## src/rtl/mips_bus_initiator.sv

```systemverilog
// Load/store front end of the MIPS core: one core memory request becomes one
// word-aligned Avalon-style bus transaction with lane steering and load extension.
module mips_bus_initiator #(
    parameter int unsigned READ_LATENCY = 1,
    parameter int unsigned TIMEOUT      = 255
) (
    input  logic        clk,
    input  logic        reset,
    input  logic        req_valid,
    output logic        req_ready,
    input  logic        req_write,
    input  logic [31:0] req_addr,
    input  logic [1:0]  req_size,
    input  logic        req_signed,
    input  logic [31:0] req_wdata,
    output logic        resp_valid,
    output logic [31:0] resp_rdata,
    output logic        resp_error,
    output logic [31:0] address,
    output logic        read,
    output logic        write,
    output logic [3:0]  byteenable,
    output logic [31:0] writedata,
    input  logic        waitrequest,
    input  logic [31:0] readdata
);

    localparam int unsigned LW = $clog2(READ_LATENCY + 1);
    localparam int unsigned TW = $clog2(TIMEOUT + 1);

    localparam logic [1:0] S_IDLE   = 2'd0;
    localparam logic [1:0] S_CMD    = 2'd1;
    localparam logic [1:0] S_RDWAIT = 2'd2;
    localparam logic [1:0] S_RESP   = 2'd3;

    logic [1:0]    state;
    logic          is_write;
    logic          is_signed;
    logic [1:0]    size_q;
    logic [1:0]    off_q;
    logic [LW-1:0] lat_cnt;
    logic [TW-1:0] wait_cnt;

    logic          req_bad;
    logic [3:0]    be_next;
    logic [31:0]   wd_next;
    logic [7:0]    rd_byte;
    logic [15:0]   rd_half;
    logic [31:0]   load_data;

    // Bus command and response strobes decode straight from registered state,
    // so an asynchronous reset removes them in the same instant.
    assign req_ready  = (state == S_IDLE);
    assign resp_valid = (state == S_RESP);
    assign read       = (state == S_CMD) && !is_write;
    assign write      = (state == S_CMD) && is_write;

    always_comb begin
        req_bad = 1'b0;
        be_next = 4'b1111;
        wd_next = req_wdata;
        case (req_size)
            2'd0: begin
                be_next = 4'b0001 << req_addr[1:0];
                wd_next = {4{req_wdata[7:0]}};
            end
            2'd1: begin
                req_bad = req_addr[0];
                be_next = 4'b0011 << req_addr[1:0];
                wd_next = {2{req_wdata[15:0]}};
            end
            2'd2: begin
                req_bad = (req_addr[1:0] != 2'b00);
            end
            default: begin
                req_bad = 1'b1;
            end
        endcase
    end

    always_comb begin
        rd_byte   = readdata[{off_q, 3'b000} +: 8];
        rd_half   = readdata[{off_q[1], 4'b0000} +: 16];
        load_data = readdata;
        case (size_q)
            2'd0:    load_data = {{24{is_signed & rd_byte[7]}}, rd_byte};
            2'd1:    load_data = {{16{is_signed & rd_half[15]}}, rd_half};
            default: load_data = readdata;
        endcase
    end

    always_ff @(posedge clk or posedge reset) begin
        if (reset) begin
            state      <= S_IDLE;
            is_write   <= 1'b0;
            is_signed  <= 1'b0;
            size_q     <= '0;
            off_q      <= '0;
            lat_cnt    <= '0;
            wait_cnt   <= '0;
            address    <= '0;
            byteenable <= '0;
            writedata  <= '0;
            resp_rdata <= '0;
            resp_error <= 1'b0;
        end else begin
            case (state)
                S_IDLE: begin
                    if (req_valid) begin
                        is_write   <= req_write;
                        is_signed  <= req_signed;
                        size_q     <= req_size;
                        off_q      <= req_addr[1:0];
                        address    <= {req_addr[31:2], 2'b00};
                        byteenable <= be_next;
                        writedata  <= wd_next;
                        resp_rdata <= '0;
                        resp_error <= req_bad;
                        wait_cnt   <= '0;
                        state      <= req_bad ? S_RESP : S_CMD;
                    end
                end
                S_CMD: begin
                    if (!waitrequest) begin
                        lat_cnt <= LW'(READ_LATENCY);
                        state   <= is_write ? S_RESP : S_RDWAIT;
                    end else if (wait_cnt == TW'(TIMEOUT - 1)) begin
                        resp_error <= 1'b1;
                        state      <= S_RESP;
                    end else begin
                        wait_cnt <= wait_cnt + TW'(1);
                    end
                end
                S_RDWAIT: begin
                    // readdata is valid in the cycle where the count reaches one
                    if (lat_cnt == LW'(1)) begin
                        resp_rdata <= load_data;
                        state      <= S_RESP;
                    end else begin
                        lat_cnt <= lat_cnt - LW'(1);
                    end
                end
                S_RESP: begin
                    state <= S_IDLE;
                end
                default: begin
                    state <= S_IDLE;
                end
            endcase
        end
    end

endmodule
```

## config.mk

```make
export PLATFORM = sky130hd
export DESIGN_NAME = mips_bus_initiator
export DESIGN_NICKNAME = d
export VERILOG_FILES = /design/src/rtl/mips_bus_initiator.sv
export SDC_FILE = /design/constraint.sdc
export NUM_CORES = 1
export LEC_CHECK = 0
export BUFFER_PORTS_ARGS = -buffer_cell sky130_fd_sc_hd__buf_2
export CORE_MARGIN = 2
export CORE_UTILIZATION = 37
export CTS_CLUSTER_DIAMETER = 40
export DETAILED_ROUTE_END_ITERATION = 8
export PLACE_DENSITY_LB_ADDON = 0.1
export SLEW_MARGIN = 20
export SYNTH_ARGS = -nofsm -noshare
export SYNTH_HDL_FRONTEND = slang
export SYNTH_SLANG_ARGS = --single-unit
```

## constraint.sdc

```tcl
create_clock -name clk -period 8 [get_ports clk]
set_input_delay 0.4 -clock clk [delete_from_list [all_inputs] [get_ports clk]]
set_output_delay 0.4 -clock clk [all_outputs]
set_load 0.05 [all_outputs]
```

==> After elaboration in Yosys (flattened, before gate mapping) <==
Index checks and enable logic that the tools add are counted.
Widths: inputs -> output; s select.
{ "word_totals": {"ff_bits": 116, "word_cells": 75} }
{ "classes": {"add_sub_neg": 2, "n_eq_ne": 14, "shift": 4, "muxes": 25, "bitwise": 2, "reduce_logical": 16} }
{ "ops": {"columns": ["cell", "count"], "rows": [
  ["$pmux 32 s2", 3],
  ["$mux 32", 2],
  ["$shiftx 32x6->16", 1],
  ["$shiftx 32x6->8", 1],
  ["$mux 8", 3],
  ["$pmux 8 s2", 1],
  ["$mux 2", 5],
  ["$ne 2x2->1 const B", 5],
  ["$add 8x1->8 const B", 1],
  ["$eq 8x8->1 const B", 1],
  ["$pmux 2 s4", 1],
  ["$pmux 4 s2", 1],
  ["$reduce_and 4->1", 2],
  ["$reduce_bool 2->1", 4],
  ["$eq 2x1->1 const B", 3],
  ["$eq 2x2->1 const B", 3],
  ["$logic_not 2->1", 3],
  ["$mux 1", 6],
  ["$reduce_and 3->1", 2],
  ["$pmux 1 s2", 2],
  ["$reduce_and 2->1", 2],
  ["$shl 1x2->4 const A", 1],
  ["$shl 2x2->4 const A", 1],
  ["$ne 3x2->1 const B", 1],
  ["other kinds (6)", 8]
]} }

==> Longest topological paths before layout <==
Gate-level depths: netlist of run 1.
{ "depth": {"ltp_word": 5, "ltp_mapped": 9, "ltp_nobuf": 6} }

==> Least setup slack after synthesis of run 1 <==
No wires, ideal clock.
{ "synth_timing": {"path_kind": "reg2reg", "startpoint": "register state[0]", "endpoint": "register resp_rdata[16]", "setup_ps": 126, "t_arrival_ps": 2177, "required_ps": 7874, "slack_ps": 5697, "path_stages_with_launch": 10, "path_buffers": 3, "period_less_slack_ps": 2303, "cell_sequence": "dfrtp_1 > inv_1 > ha_1 > nand2b_1 > buf_6 > and3_4 > buf_6 > o2111a_4 > buf_6 > a221o_1"} }
{ "synth_between": {"elab_chain_len": 3} }
{ "synth_rtl": {"columns": ["item", "line", "source"], "rows": [
  ["start: declaration", "36", "logic [1:0] state;"],
  ["start signal: assignment", "120", "state <= req_bad ? S_RESP : S_CMD;"],
  ["start signal: assignment", "126", "state <= is_write ? S_RESP : S_RDWAIT;"],
  ["$logic_not 2->1 (*)", null, null],
  ["via req_ready", "10", "output logic req_ready,"],
  ["$ne 2x2->1 (no source line) or $reduce_bool 2->1 (tied branches)", null, null],
  ["$reduce_and 3->1 (no source line)", null, null],
  ["end signal: assignment", "137", "resp_rdata <= load_data;"],
  ["end: declaration", "17", "output logic [31:0] resp_rdata,"]
]} }
Mark *: on every way through the listed nets, which the timed path passes. The rest lies on a longest branch.
A chain may end at the register's enable or synchronous reset.

==> Worst setup path after layout of run 1 <==
{ "layout_timing": {"startpoint": "register off_q[1]", "endpoint": "register resp_rdata[23]"} }
{ "layout_between": {"elab_chain_len": 5} }
{ "layout_rtl": {"columns": ["item", "line", "source"], "rows": [
  ["start: declaration", "40", "logic [1:0] off_q;"],
  ["start signal: assignment", "113", "off_q <= req_addr[1:0];"],
  ["$shiftx 32x6->16 or $shiftx 32x6->8 (tied branches)", "83, 82", null],
  ["$and 1x1->1, on equally long branches", "87, 86", null],
  ["$pmux 32 s2 (*)", "85", "case (size_q)"],
  ["$mux 32 (*)", "136", "if (lat_cnt == LW'(1)) begin"],
  ["$pmux 32 s2 (*)", "107", "case (state)"]
]} }
Mark *: on every way between the ends. The rest lies on a longest branch, timed or not. The select of a mux whose other input is x is not followed.

==> results of run 1 <==
==> metal layers <==
metal / global-route usage (%) / vias up / routed length, um
li1: - / 2143 / -
met5: 0 / - / 0
met4: 6.01 / 0 / 153
met2: 29.8 / 147 / 6970
met1: 23.3 / 2157 / 6200
met3: 7.32 / 13 / 1120
==> how the worst min path moves through the flow <==
stage	from	cells after the start	end
floorplan	off_q[0]	2	off_q[0]
finish	reset	2	address[5]
global placement	writedata[10]	2	writedata[10]
detailed placement	writedata[9]	2	writedata[9]
CTS	reset	2	is_write
global route	reset	2	address[4]
==> cell type report <==
cell class                      count  area, um2
Tap cell                          184        230
Clock inverter                      9       80.1
Multi-Input combinational cell    313       2360
Inverter                           12       47.5
Fill cell                        1360       7340
Sequential cell                   116       2900
Timing Repair Buffer              208       1050
Clock buffer                       23        468
==> power by group <==
group / switching, W / internal [W] / leakage [nW]
clock: 0.000262 / 0.000440 / 0.259
sequential: 0.000179 / 0.000837 / 1.45
combinational: 0.00128 / 0.000500 / 1.81
total: 0.00172 / 0.00178 / 3.51
==> registers in the layout, summed over array words and instances, names as in the netlist <==
| signal | cells |
|---|---|
| byteenable | 4 |
| lat_cnt | 1 |
| wait_cnt | 8 |
| resp_rdata | 32 |
| is_write | 1 |
| writedata | 32 |
| resp_error | 1 |
| state | 2 |
| off_q | 2 |
| size_q | 2 |
| address | 30 |
| is_signed | 1 |
==> worst reg2reg max path: cells and delay by family (launching register included) <==
family | cells | cell delay, ns
AND/OR/NAND/NOR | 1 | 0.12
AO/OA/AOI/OAI | 2 | 0.68
multiplexers | 1 | 0.42
flip-flops | 1 | 1.02
==> kinds of logic after synthesis <==
| logic type | after synthesis | share of synthesized area (%) |
|---|---|---|
| multiplexers | 86 | 17.0 |
| adder cells (fa/ha/maj) | 6 | 1.37 |
| flip-flops | 116 | 53.1 |
| buffers and inverters | 48 | 4.21 |
| AND/OR/NAND/NOR | 76 | 6.80 |
| other | 1 | 0.0686 |
| AO/OA/AOI/OAI | 143 | 17.5 |
==> stage by stage <==
stage / area (um2) / util (%)
final: 7140 / 49.3
after global routing: 7140 / 49.3
after CTS: 7120 / 49.2
after detailed placement: 6580 / 45.4
after global placement: 6580 / 45.4
after floorplan: 5470 / -
==> synthesized netlist by cell type (all sizes together), types with 3 or more instances <==
cell | count | area share (%)
mux2 | 44 | 9.1
nand4 | 6 | 0.69
buf | 21 | 2.4
a221o | 16 | 2.9
inv | 12 | 0.82
o32ai | 7 | 1.1
dfrtp | 116 | 53
or4 | 5 | 0.69
nor2 | 15 | 1.1
ha | 6 | 1.4
a21oi | 33 | 3.0
o31ai | 5 | 0.69
clkbuf | 15 | 1.0
nand3 | 3 | 0.37
mux2i | 42 | 7.9
nand2 | 34 | 2.3
o21ai | 52 | 4.8
o2bb2ai | 16 | 2.6
==> flow_summary.json, run 1 <==
{
  "run_status": "completed",
  "dp.final_hpwl_um": 10400,
  "max_slew_margin_pct": 31.1,
  "maximum_number_of_pins_on_one_net_before_global_route_repair": 105,
  "inst_count_dp": 833,
  "period_share_pct": 29.5,
  "cts_resized": 0,
  "cts.root.buffer_cell": "sky130_fd_sc_hd__clkbuf_16",
  "htree_num_levels": 4,
  "r2r_slack_ns": 5.64,
  "cts_made_buffers": 17,
  "row_count": 44,
  "number_of_antenna_violations_at_the_first_check_in_global_routing": 0,
  "critPathArrivalTime_ns": 2.65,
  "min_delay_worst_type": "primary input to async pin",
  "report.power.total_w": 0.00349,
  "mappedNetlistArea_mm2": 0.00547,
  "hold_buffers": 0,
  "die_width_um": 126,
  "drt_pre_antenna_iters": 5,
  "layout.cells.most_common_list": "206 x sky130_fd_sc_hd__buf_2, 116 x sky130_fd_sc_hd__dfrtp_1, 51 x sky130_fd_sc_hd__o21ai_0, 43 x sky130_fd_sc_hd__mux2_2, 41 x sky130_fd_sc_hd__mux2i_1",
  "totalNegativeSetupSlack_ns": 0,
  "timing_max_transition_violations_final": 0,
  "routabilityCongestion": 0.788,
  "critical_path_buf_inv_count": 0,
  "tritoncts_clock_tree": "built",
  "clock_path_buffers": 2,
  "power-per-cell-area_mw_per_mm2": 489,
  "routed_via_density": 5.16,
  "layout.nets": 778,
  "final_cells": 865,
  "worstRegToRegCells": 4,
  "globalRouteOverflowTotal": 0,
  "clk_pin_slew_worst_paths_ns": 0.05,
  "max_cap_violations": 0,
  "hold_slack_ns": 0.151,
  "die_height_um": 126,
  "grt_pass1_wl_um": 23300,
  "leakage_nw": 3.51,
  "detailedRoute.firstIterationViolations": 329,
  "area_delta_synth_final_pct": 30.5,
  "layout-drive-gt1-share_pct": 42.7,
  "crit_family": "flip-flops",
  "cts_post_setup_buffers_inserted": 0,
  "report.final.setup_viol": 0,
  "nature_of_the_critical_path_startpoint": "flip-flop",
  "final_common_cell": "sky130_fd_sc_hd__buf_2",
  "cp-endpoint": "resp_rdata[23]",
  "achievable-frequency_mhz": 424,
  "port_buffers": 206,
  "crit_path_end_kind": "flip-flop",
  "tightestPinTransition_ns": 1.03,
  "cp.depth": 4,
  "critical-path-max-stage-delay_ns": 1.02,
  "synth-seq-area-share_pct": 53.1,
  "core_area_mm2": 0.0145,
  "ys.flop_type": "sky130_fd_sc_hd__dfrtp_1",
  "initial_utilization_pct": 37.8,
  "path_max_fanout": 20,
  "antennaDiodeCount": 0,
  "clock_sink_count": 116,
  "synth_edf_count": 0,
  "critical_path_required_ns": 8.29,
  "share_of_flip_flops_with_an_asynchronous_set_or_reset_pct": 100,
  "synth.distinct_cells": 46,
  "timing.final.hold_violations": 0,
  "wl_per_cell_um": 16.7,
  "critPathSlowestCell": "sky130_fd_sc_hd__dfrtp_1",
  "route.final.wire_length_um": 14400,
  "fin_skew_ns": 0.00576,
  "setup_ws_ns": 5.64,
  "overall_via_count_from_detail_route": 4460,
  "vias_in_the_first_global_route": 4635,
  "final.min_clock_period_ns": 2.36,
  "r2r_start": "off_q[1]",
  "grt_util_all_layers_pct": 18.7,
  "synthesis.area_per_instance_um2": 11.5,
  "timing.critical_path.cells": "mux2i_1, nor2_1, o2111a_4, a221o_1",
  "crit_start": "off_q[1]",
  "clock_latency_late_sink_ns": 0.41,
  "rsz0062_at_grt": "no",
  "drc_errors": 0,
  "reg2reg_to": "resp_rdata[23]",
  "io_pins": 209,
  "postSynthCellCount": 476,
  "ys.warnings.count": 0,
  "postSynthRegisterBits": 116,
  "vdd_ir_drop_max_v": 0.000243,
  "critical_path_class": "flip-flop to flip-flop",
  "final_antenna_net_count": 0,
  "worst_setup_slack_post_dpl_ns": 5.49,
  "fp.dieArea_mm2": 0.0158
}
Note: power is estimated with default switching activity, not from simulation.
==> run 2, diff against run 1 <==
clock period = 2.15 ns   (was 8 ns; I/O delays follow)
==> flow_summary.json, run 2 (synthesis gave the netlist of run 1 again) <==
{
  "run_status": "completed",
  "power-per-cell-area_mw_per_mm2": 1670,
  "io_pins": 209,
  "achievable-frequency_mhz": 503,
  "report.power.total_w": 0.0135,
  "antennaDiodeCount": 0,
  "min_delay_worst_type": "primary input to flip-flop",
  "largestRegisters": "resp_rdata: 32 flops, writedata: 32 flops, address: 30 flops",
  "final.min_clock_period_ns": 1.99,
  "detailedRoute.firstIterationViolations": 237,
  "inst_count_dp": 847,
  "routabilityCongestion": 0.785,
  "fp.dieArea_mm2": 0.0158,
  "final_antenna_net_count": 0,
  "maximum_number_of_pins_on_one_net_before_global_route_repair": 76,
  "max_cap_violations": 0,
  "critPathArrivalTime_ns": 2.32,
  "row_count": 44,
  "wl_per_cell_um": 16.4,
  "vias_in_the_first_global_route": 4963,
  "crit_path_end_kind": "flip-flop",
  "reg2reg_to": "wait_cnt[6]",
  "wl_met1_um": 6440,
  "vdd_ir_drop_max_v": 0.00112,
  "cp-endpoint": "wait_cnt[6]",
  "critical_path_class": "flip-flop to flip-flop",
  "tightestPinTransition_ns": 0.699,
  "nature_of_the_critical_path_startpoint": "flip-flop",
  "dp.final_hpwl_um": 10700,
  "met2WireLength_um": 7710,
  "number_of_antenna_violations_at_the_first_check_in_global_routing": 1,
  "drt_pre_antenna_iters": 4,
  "core_area_mm2": 0.0145,
  "layout.cells.most_common_list": "206 x sky130_fd_sc_hd__buf_2, 116 x sky130_fd_sc_hd__dfrtp_1, 74 x sky130_fd_sc_hd__dlygate4sd3_1, 51 x sky130_fd_sc_hd__o21ai_0, 43 x sky130_fd_sc_hd__mux2_2",
  "globalRouteOverflowTotal": 0,
  "route.final.wire_length_um": 15600,
  "grt_util_all_layers_pct": 20.0,
  "grt_pass1_wl_um": 25100,
  "routed-wl-met3_um": 1190,
  "period_share_pct": 92.4,
  "timing.final.hold_violations": 0,
  "area_delta_synth_final_pct": 47.6,
  "setup_ws_ns": 0.162,
  "clock_sink_count": 116,
  "layout.nets": 866,
  "worst_setup_slack_post_dpl_ns": -0.0354,
  "report.final.setup_viol": 0,
  "max_slew_margin_pct": 53.2,
  "area_of_the_multi_input_gates_mm2": 0.00237,
  "htree_num_levels": 4,
  "final_cells": 953,
  "final_core_utilization_pct": 55.7,
  "port_buffers": 206,
  "routed_via_density": 5.05,
  "r2r_slack_ns": 0.16,
  "clock_path_buffers": 2,
  "layout-drive-gt1-share_pct": 40.4,
  "cts.root.buffer_cell": "sky130_fd_sc_hd__clkbuf_16",
  "timing.critical_path.cells": "buf_4, ha_1, mux2_1, nand3_1, or4_1, a21oi_1",
  "fin_skew_ns": 0.00626,
  "finished_layout_cell_area_mm2": 0.00807,
  "path_max_fanout": 9,
  "die_height_um": 126,
  "critical_path_required_ns": 2.48,
  "clock_latency_late_sink_ns": 0.42,
  "clk_pin_slew_worst_paths_ns": 0.06,
  "critPathSlowestCell": "sky130_fd_sc_hd__or4_1",
  "leakage_nw": 3.92,
  "initial_utilization_pct": 37.8,
  "fillers": 1262,
  "final_common_cell": "sky130_fd_sc_hd__buf_2",
  "die_width_um": 126,
  "worstRegToRegCells": 6,
  "dpl-instance-area_mm2": 0.00672,
  "crit_start": "state[0]",
  "drc_errors": 0,
  "r2r_start": "state[0]",
  "cts_made_buffers": 17,
  "timing_max_transition_violations_final": 0,
  "highest_metal_layer_used_by_the_detailed_router": "met4",
  "cts_post_setup_buffers_inserted": 0,
  "overall_via_count_from_detail_route": 4808,
  "layout.area.seq_mm2": 0.00290,
  "rsz0062_at_grt": "no",
  "tritoncts_clock_tree": "built",
  "critical-path-max-stage-delay_ns": 0.44
}
run 2: cell count changes in the layout (fill, tap and decap cells not counted), sizes merged:
cell         before  now
dlygate4sd3       0   74
buf             208  222
clkbuf           23   18
inv              12   14
bufinv            1    2
clkinv            4    5
clkinvlp          4    5
run 2: worst max-delay path, delay by kind of cell (launching register included):
kind | cells | cell delay (ns)
DFF | 1 | 0.37
adders and majority gates | 1 | 0.30
buffers and inverters | 1 | 0.15
AOI/OAI and AO/OA | 1 | 0.17
muxes | 1 | 0.29
and+or+nand+nor | 2 | 0.62
run 2: power breakdown:
part | leakage (nW) | internal (W) | total [W] | switching (W)
clock network | 0.279 | 0.00174 | 0.00280 | 0.00106
logic | 2.20 | 0.00206 | 0.00700 | 0.00493
registers | 1.45 | 0.00311 | 0.00367 | 0.000559
run 2: worst min-delay path by stage:
stage / from / to / slack, ns / cells after the start
finish: req_wdata[16] / writedata[16] / 0.01 / 3
global placement: reset / writedata[20] / 0.21 / 2
global route: readdata[31] / resp_rdata[31] / 0.007 / 2
CTS: req_wdata[9] / writedata[9] / 0.001 / 3
floorplan: readdata[16] / resp_rdata[16] / 0.25 / 1
detailed placement: reset / writedata[20] / 0.23 / 2
run 2: final cells by class:
type | instances | area share [%]
Sequential cell | 116 | 36.0
Multi-Input combinational cell | 313 | 29.3
Timing Repair Buffer | 296 | 23.9
Clock buffer | 18 | 5.44
Tap cell | 184 | 2.85
Clock inverter | 14 | 1.89
Inverter | 12 | 0.605
run 2: timing repair:
| item | 4_1_cts | 5_1_grt |
|---|---|---|
| cloned | 0 | 0 |
| resized for setup | 1 | 2 |
| setup endpoints to repair | 16 | 22 |
| hold buffers | 74 | 0 |
| pin swaps | 0 | 0 |
| hold endpoints to repair | 97 | 0 |
run 2: per-stage QoR:
stage          setup TNS [ns]  hold slack, ns
2_1_floorplan               0           0.254
3_3_place_gp                0           0.213
3_5_place_dp           -0.351           0.225
4_1_cts                     0         0.00148
5_1_grt                     0         0.00702
6_report                    0          0.0104
run 2: routing by layer:
| layer | vias up | track usage [%] |
|---|---|---|
| met4 | 0 | 6.60 |
| met5 | - | 0 |
| li1 | 2311 | - |
| met3 | 24 | 7.32 |
| met2 | 172 | 32.9 |
| met1 | 2301 | 24.5 |
==> run 3, diff against run 2 <==
RECOVER_POWER = 25   (was not set)
REMOVE_ABC_BUFFERS = 1   (was not set)
==> flow_summary.json, run 3 (synthesis gave the netlist of run 1 again) <==
{
  "vias_in_the_first_global_route": 5062,
  "final_cells": 970,
  "inst_count_dp": 852,
  "grt_util_all_layers_pct": 20.2,
  "worst_setup_slack_post_dpl_ns": -0.0740,
  "vdd_ir_drop_max_v": 0.00115,
  "timing_max_transition_violations_final": 0,
  "routabilityCongestion": 0.756,
  "layout.cells.most_common_list": "206 x sky130_fd_sc_hd__buf_2, 116 x sky130_fd_sc_hd__dfrtp_1, 86 x sky130_fd_sc_hd__dlygate4sd3_1, 51 x sky130_fd_sc_hd__o21ai_0, 43 x sky130_fd_sc_hd__mux2_2",
  "largestRegisters": "resp_rdata: 32 flops, writedata: 32 flops, address: 30 flops",
  "die_width_um": 126,
  "critical_path_required_ns": 2.48,
  "min_delay_worst_type": "primary input to flip-flop",
  "cts_made_buffers": 17,
  "layout.nets": 883,
  "row_count": 44,
  "path_max_fanout": 9,
  "port_buffers": 206,
  "globalRouteOverflowTotal": 0,
  "grt_pass1_wl_um": 25300,
  "final_antenna_net_count": 0,
  "wl_per_cell_um": 16.0,
  "tritoncts_clock_tree": "built",
  "fillers": 1255,
  "htree_num_levels": 4,
  "fin_skew_ns": 0.00552,
  "final.min_clock_period_ns": 1.96,
  "setup_ws_ns": 0.193,
  "report.final.setup_viol": 0,
  "clock_path_buffers": 2,
  "overall_via_count_from_detail_route": 4881,
  "initial_utilization_pct": 37.8,
  "maximum_number_of_pins_on_one_net_before_global_route_repair": 43,
  "clk_pin_slew_worst_paths_ns": 0.05,
  "leakage_nw": 4.01,
  "hold_slack_ns": 0.0260,
  "detailedRoute.firstIterationViolations": 273,
  "max_slew_margin_pct": 10.5,
  "crit_path_end_kind": "flip-flop",
  "cts.root.buffer_cell": "sky130_fd_sc_hd__clkbuf_16",
  "nature_of_the_critical_path_startpoint": "flip-flop",
  "clock_latency_late_sink_ns": 0.41,
  "tightestPinTransition_ns": 1.34,
  "core_area_mm2": 0.0145,
  "final_common_cell": "sky130_fd_sc_hd__buf_2",
  "period_share_pct": 91.0,
  "cts_post_setup_buffers_inserted": 0,
  "critical_path_class": "flip-flop to flip-flop",
  "clock_sink_count": 116,
  "power-per-cell-area_mw_per_mm2": 1640,
  "layout-drive-gt1-share_pct": 39.6,
  "io_pins": 209,
  "fp.dieArea_mm2": 0.0158,
  "route.final.wire_length_um": 15600,
  "die_height_um": 126,
  "timing.final.hold_violations": 0,
  "drt_pre_antenna_iters": 5,
  "routed_via_density": 5.03,
  "achievable-frequency_mhz": 511,
  "drc_errors": 0,
  "dp.final_hpwl_um": 10400,
  "number_of_antenna_violations_at_the_first_check_in_global_routing": 1,
  "rsz0062_at_grt": "no",
  "max_cap_violations": 0,
  "critPathArrivalTime_ns": 2.29,
  "run_status": "completed",
  "area_delta_synth_final_pct": 50.2,
  "totalNegativeSetupSlack_ns": 0
}
run 3: changes by cell type in the layout (fill, tap and decap cells not counted), sizes merged:
cell,before,now
dlygate4sd3,74,86
buf,222,227
clkbuf,18,21
clkinvlp,5,3
inv,14,12
diode,0,1
run 3: repair_timing:
| item | CTS | global route |
|---|---|---|
| pin swaps | 0 | 0 |
| endpoints found under the setup margin | 16 | 17 |
| endpoints found under the hold margin | 118 | 0 |
| resized for setup | 1 | 1 |
| hold buffers | 86 | 0 |
| cloned | 0 | 0 |
run 3: final cells by class:
cell class,count,area (um2),area share (%)
Timing Repair Buffer,313,2110,25.7
Clock inverter,10,108,1.31
Clock buffer,21,460,5.61
Sequential cell,116,2900,35.3
Multi-Input combinational cell,313,2360,28.7
Tap cell,184,230,2.80
Antenna cell,1,2.50,0.0305
Inverter,12,45.0,0.549
run 3: power breakdown:
part | total [W] | switching (W) | internal [W]
clock network | 0.00272 | 0.000978 | 0.00175
logic | 0.00707 | 0.00492 | 0.00215
registers | 0.00368 | 0.000565 | 0.00311
run 3: final timing paths:
path | from | endpoint | slack, ns | depth (start not counted)
setup reg to reg | state[1] | wait_cnt[7] | 0.19 | 6
max in group asynchronous | reset | resp_rdata[8] | 0.47 | 4
setup / recovery | state[1] | wait_cnt[7] | 0.19 | 6
hold reg to reg | writedata[28] | writedata[28] | 0.47 | 2
hold / removal | readdata[2] | resp_rdata[2] | 0.03 | 3
min in group asynchronous | reset | address[22] | 0.62 | 3
run 3: layer usage:
| layer | global-route usage [%] | share of wire, % | routed length (um) | vias to the layer above |
|---|---|---|---|---|
| met1 | 25.0 | 43 | 6620 | 2327 |
| li1 | - | - | - | 2352 |
| met3 | 6.46 | 7.4 | 1150 | 22 |
| met5 | 0 | 0 | 0 | - |
| met4 | 7.65 | 1.9 | 300 | 0 |
| met2 | 32.9 | 48 | 7490 | 180 |
run 3: worst max-delay path: stages, from the launching register on:
cell and delay [ns]:
sky130_fd_sc_hd__dfrtp_1 0.40, sky130_fd_sc_hd__inv_1 0.12, sky130_fd_sc_hd__ha_1 0.34, sky130_fd_sc_hd__mux2_1 0.22, sky130_fd_sc_hd__nand2_1 0.13, sky130_fd_sc_hd__or4_1 0.51, sky130_fd_sc_hd__a21oi_1 0.16
run 3: through the flow:
stage	util [%]	instance area [um2]	total power, W
after floorplan	-	5290	0.00877
after global placement	46.9	6790	0.0106
after detailed placement	46.9	6790	0.0107
after CTS	56.8	8230	0.0136
after global routing	56.7	8210	0.0143
final	56.7	8210	0.0135
